## config.mk

```make
export PLATFORM = sky130hd
export DESIGN_NAME = if_stage
export DESIGN_NICKNAME = d
export VERILOG_FILES = /design/src/rtl/cpu_pkg.sv /design/src/rtl/if_id_reg.sv /design/src/rtl/if_stage.sv
export SDC_FILE = /design/constraint.sdc
export NUM_CORES = 1
export LEC_CHECK = 0
export CAP_MARGIN = 20
export CORE_MARGIN = 5
export CORE_UTILIZATION = 47
export CTS_BUF_LIST = sky130_fd_sc_hd__clkbuf_4
export DETAILED_ROUTE_END_ITERATION = 10
export GPL_TIMING_DRIVEN = 0
export PLACE_DENSITY = 0.82
export REMOVE_ABC_BUFFERS = 1
export SETUP_SLACK_MARGIN = 0.15
export SYNTH_ARGS = -nofsm -noshare
export SYNTH_HDL_FRONTEND = slang
export SYNTH_HIERARCHICAL = 1
export SYNTH_SLANG_ARGS = --single-unit
export TNS_END_PERCENT = 1
```

## constraint.sdc

```tcl
create_clock -name clk_i -period 2 [get_ports clk_i]
set_input_delay 0.4 -clock clk_i [delete_from_list [all_inputs] [get_ports clk_i]]
set_output_delay 0.4 -clock clk_i [all_outputs]
set_load 0.02 [all_outputs]
```

## src/rtl/cpu_pkg.sv

```systemverilog
// Shared CPU constants: datapath width, NOP encoding, PC step and default fetch vectors.
package cpu_pkg;
  localparam int unsigned XLEN = 32;
  localparam logic [XLEN-1:0] NOP_INSTR        = 32'h0000_0000;
  localparam logic [XLEN-1:0] PC_STEP          = 32'd4;
  localparam logic [XLEN-1:0] DEFAULT_RESET_PC = 32'h0000_0000;
  localparam logic [XLEN-1:0] DEFAULT_TRAP_PC  = 32'h0000_0004;
endpackage

```

## src/rtl/if_id_reg.sv

```systemverilog
// IF/ID pipeline register: captures fetched pc/instr, hold freezes it, flush inserts a NOP bubble.
// Latency: one edge. Flush beats hold; a flushed entry keeps the previous id_pc.
module if_id_reg
  import cpu_pkg::*;
(
  input  logic            clk_i,
  input  logic            rst_i,
  input  logic            hold_i,
  input  logic            flush_i,
  input  logic [XLEN-1:0] pc_i,
  input  logic [XLEN-1:0] instr_i,
  output logic [XLEN-1:0] id_pc_o,
  output logic [XLEN-1:0] id_instr_o,
  output logic            id_valid_o
);

  always_ff @(posedge clk_i) begin
    if (rst_i) begin
      id_pc_o    <= '0;
      id_instr_o <= NOP_INSTR;
      id_valid_o <= 1'b0;
    end else if (flush_i) begin
      id_instr_o <= NOP_INSTR;
      id_valid_o <= 1'b0;
    end else if (!hold_i) begin
      id_pc_o    <= pc_i;
      id_instr_o <= instr_i;
      id_valid_o <= 1'b1;
    end
  end

endmodule

```

## src/rtl/if_stage.sv

```systemverilog
// Instruction fetch stage: PC register, next-PC select, delivered-instruction counter, IF/ID register.
// Latency: instr at pc_o reaches IF/ID next edge; stall holds everything, redirect overrides stall.
// Optional IF_MISALIGN_TRAP_EN: misaligned redirect targets go to TRAP_PC and set sticky misalign_o.
module if_stage
  import cpu_pkg::*;
#(
  parameter logic [XLEN-1:0] RESET_PC = DEFAULT_RESET_PC,
  parameter logic [XLEN-1:0] TRAP_PC  = DEFAULT_TRAP_PC
) (
  input  logic            clk_i,
  input  logic            rst_i,
  input  logic            stall_i,
  input  logic            redirect_i,
  input  logic [XLEN-1:0] redirect_pc_i,
  output logic [XLEN-1:0] pc_o,
  input  logic [XLEN-1:0] instr_i,
  output logic [XLEN-1:0] id_pc_o,
  output logic [XLEN-1:0] id_instr_o,
  output logic            id_valid_o,
  output logic [XLEN-1:0] fetch_cnt_o,
  output logic            misalign_o
);

  logic [XLEN-1:0] redirect_target;
  logic            advance;

  assign advance = !redirect_i && !stall_i;

`ifdef IF_MISALIGN_TRAP_EN
  logic misalign_hit;

  assign misalign_hit    = redirect_i && (redirect_pc_i[1:0] != 2'b00);
  assign redirect_target = misalign_hit ? TRAP_PC : redirect_pc_i;

  always_ff @(posedge clk_i) begin
    if (rst_i)             misalign_o <= 1'b0;
    else if (misalign_hit) misalign_o <= 1'b1;
  end
`else
  logic unused_trap_pc;

  assign unused_trap_pc  = ^TRAP_PC;
  assign redirect_target = redirect_pc_i;
  assign misalign_o      = 1'b0;
`endif

  always_ff @(posedge clk_i) begin
    if (rst_i)           pc_o <= RESET_PC;
    else if (redirect_i) pc_o <= redirect_target;
    else if (!stall_i)   pc_o <= pc_o + PC_STEP;
  end

  // Counts only entries that land in IF/ID as valid; wraps modulo 2^32.
  always_ff @(posedge clk_i) begin
    if (rst_i)        fetch_cnt_o <= '0;
    else if (advance) fetch_cnt_o <= fetch_cnt_o + 1'b1;
  end

  if_id_reg u_if_id_reg (
    .clk_i      (clk_i),
    .rst_i      (rst_i),
    .hold_i     (stall_i),
    .flush_i    (redirect_i),
    .pc_i       (pc_o),
    .instr_i    (instr_i),
    .id_pc_o    (id_pc_o),
    .id_instr_o (id_instr_o),
    .id_valid_o (id_valid_o)
  );

endmodule

```

==> results.yml <==
grt:
  grt_start_max_net_pins: 106
  grt_pass1_wl_um: 27100
  overflow: 0
  grt_pass1_vias: 5626
  grt_util_all_layers_pct: 22.6
  antenna_found_initial: 2
cts:
  hold_buffers: 0
  clock_path_buffers: 2
  cts_htree_levels: 4
  cts_tree: "yes"
  clock_latency_ps: 530
  clkSlewWorstSetupHoldPaths_ps: 110
  clock_tree.root_cell: "clkbuf_4"
  cts_buffers: 17
  clock-sinks: 129
timing:
  final_max_slew_viol_count: 0
  fmax_ghz: 0.496
  max_slew_margin_pct: 51.7
  finalSetupViolCount: 1
  period_minus_slack_ps: 2020
  rsz0062_at_grt: "true"
  worst_pin_slew_ps: 725
  finalCritPeriodShare_pct: 101
  fin_ws_ps: -16.2
  fin_worst_skew_ps: 17.3
  setup_tns_ps: -16.2
  hold_viol: 0
critical_path:
  worstPathArrival_ps: 2440
  worstSetupStartpointType: "primary input"
  critPathTopFamily: "simple AND/OR/NAND/NOR gates"
  crit_path_max_incr_delay_ps: 630
  critical_path_required_ps: 2420
  endpoint_kind: "flip-flop"
  cp.depth: 6
  path_max_fanout: 69
  path_buf_inv: 2
  crit_chain: "buf_6, buf_16, nand3b_1, or4_1, o31a_1, a221oi_1"
  worstSetupPathType: "in -> reg"
  r2r_cells: 5
  slowest_stage: "or4_1"
pwr:
  power_frac_seq_pct: 53.9
  power.internal_uw: 3750
  power.switching_uw: 1360
  ir_worst_vdd_mv: 0.390
  power_density_nw_per_um2: 629
  p_leak_uw: 0.00340
  finalPower_uw: 5110
  p_clk_share_pct: 32.4
  pwr-share-comb_pct: 13.7
  swShare_pct: 26.6
routing:
  detail-route-antenna-nets: 0
  drt_iter0_drc: 399
  first_pass_iters: 5
  drc_errors: 0
  num_vias: 5714
  post_drt_wl_per_cell_um: 16.6
  viasPerCell: 5.62
  wl_um: 16900
synthesis:
  synth_cell_types: 52
  synth_top_cell_by_area: "dfxtp_1"
  synthCells: 655
  yosysWarnings: 6
  synth_seq_cells: 129
  synth.area.top_cells: "dfxtp_1 (44%), mux2i_1 (5.9%), a21oi_1 (4.9%)"
  syn_avg_cell_area_um2: 9.03
  syn_area_um2: 5910
  yosys.area.top_type_share_pct: 43.7
  synth_seq_area_share_pct: 43.7
layout:
  fin_nets: 902
  utilization_pct: 65.2
  seqCellArea_um2: 2610
  post-route-cell-area_um2: 8130
  syn_to_final_growth_pct: 37.4
  fill_cells: 1098
  multi_input_area_um2: 3030
  drive_gt1_share_pct: 8.78
placed_design:
  portBuffers: 196
  pre_cts_slack_ps: -797
  placed_cell_area_um2: 7850
  gp_congestion: 0.803
  hpwl_um: 11600
hold_path:
  holdPathStages: 2
  holdCritPathClass: "in -> reg"
floorplan:
  fp.dieW_um: 122
  initial_core_util_pct: 47.4
  num_rows: 41
  core_area_um2: 12500
  io_pins: 198
  die_h_um: 122
  die-area_um2: 14900
status:
  status: "complete, but fails checks"
  violations: "negative setup slack"
run:
  drv_cap: 0
[state kept, by name (all words and copies together) (netlist names)]
name	cells
fetch_cnt_o	32
pc_o	32
u_if_id_reg/id_instr_o	32
u_if_id_reg/id_pc_o	32
u_if_id_reg/id_valid_o	1
[kinds of logic (layout without fill, tap and decap cells)]
logic type | after synthesis | after routing | share of synthesized area (%)
simple gates | 243 | 244 | 24.7
compound gates | 156 | 156 | 16.0
flops | 129 | 129 | 43.7
buf+inv | 66 | 253 | 5.80
mux | 35 | 35 | 5.92
xor+xnor | 23 | 23 | 3.41
fa+ha+maj | 2 | 2 | 0.423
other cells | 1 | 2 | 0.0634
[cell usage after synthesis, drive strengths merged]
library cell	number
a2111o	1
a2111oi	4
a211oi	13
a21oi	58
a221oi	2
a311o	1
a311oi	10
a41oi	1
and2	5
and3	6
and4	10
and4bb	1
buf	24
clkbuf	27
conb	1
dfxtp	129
ha	2
inv	15
mux2i	35
nand2	25
nand2b	2
nand3	18
nand3b	4
nand4	16
nor2	69
nor2b	7
nor3	7
nor3b	2
nor4	9
nor4b	1
nor4bb	1
o211ai	3
o21ai	43
o21bai	3
o31a	1
o31ai	16
or2	2
or3	8
or3b	32
or4	18
xnor2	14
xor2	9
[what timing repair did]
item                                    in CTS  in global routing
endpoints found under the setup margin     176                 40
gates resized for setup                    158                  4
gates cloned                                 2                  0
setup buffers                                5                  3
pin swaps                                   11                  1
[placed cells by master (no fill, tap or decap), types with 3 or more instances in the layout]
master	count
mux2i_1	35
and2_1	4
xor2_1	9
nor2b_1	7
a21oi_1	58
nand3b_1	4
buf_4	8
inv_1	14
o21ai_1	32
nor2_1	69
buf_16	3
a211oi_1	13
clkdlybuf4s50_1	64
or3b_1	32
nand2_1	25
a311oi_1	10
and3_1	5
clkinvlp_4	3
clkinv_1	4
dfxtp_2	18
dlygate4sd2_1	129
xnor2_1	14
nand4_1	15
a2111oi_0	3
nand3_1	16
or4_1	18
o21bai_1	3
or3_1	7
o211ai_1	3
o31ai_1	16
and4_1	8
dfxtp_1	110
nor3_1	7
nor4_1	7
clkbuf_4	21
o21ai_0	11
[path summary, 6_finish.rpt]
check                                           start  slack, ps                              endpoint
setup / recovery                              stall_i        -20                 pc_o[17]$_SDFFE_PP0N_
hold / removal                                  rst_i        170  u_if_id_reg/id_pc_o[20]$_SDFFE_PP0P_
setup reg to reg          fetch_cnt_o[0]$_SDFFE_PP0P_         30          fetch_cnt_o[26]$_SDFFE_PP0P_
hold reg to reg   u_if_id_reg/id_valid_o$_SDFFE_PP0N_        450   u_if_id_reg/id_valid_o$_SDFFE_PP0N_
[metrics by stage]
step | instances | hold WS, ps
global placement | 972 | 434
CTS | 1011 | 121
finish | 1016 | 173
global route | 1016 | 136
floorplan | 604 | 469
detailed placement | 974 | 436
[final cells by class]
type                       instances  area share (%)
multi-input combinational        461            37.2
sequential                       129            32.1
timing repair buffer             207            24.1
antenna                            1          0.0308
inverter                          15           0.739
tap                              172            2.65
timing repair inverter             1          0.0924
clock buffer                      21            1.94
clock inverter                     9            1.14
[power groups by stage]
stage	sequential, uW	combinational, uW	clock, uW
5_1_grt	2780	755	1820
6_report	2760	700	1650
2_1_floorplan	2890	194	0
4_1_cts	2760	698	1700
3_5_place_dp	2810	750	0
3_3_place_gp	2800	744	0
[per-layer routing]
metal / GRT usage (%) / routed length [um] / vias up
met5: 0 / 9 / -
met4: 10.0 / 460 / 2
met3: 6.45 / 1190 / 36
met2: 38.3 / 8480 / 217
met1: 26.6 / 6710 / 2694
li1: - / - / 2765
Power figures use the tool's default switching activity.
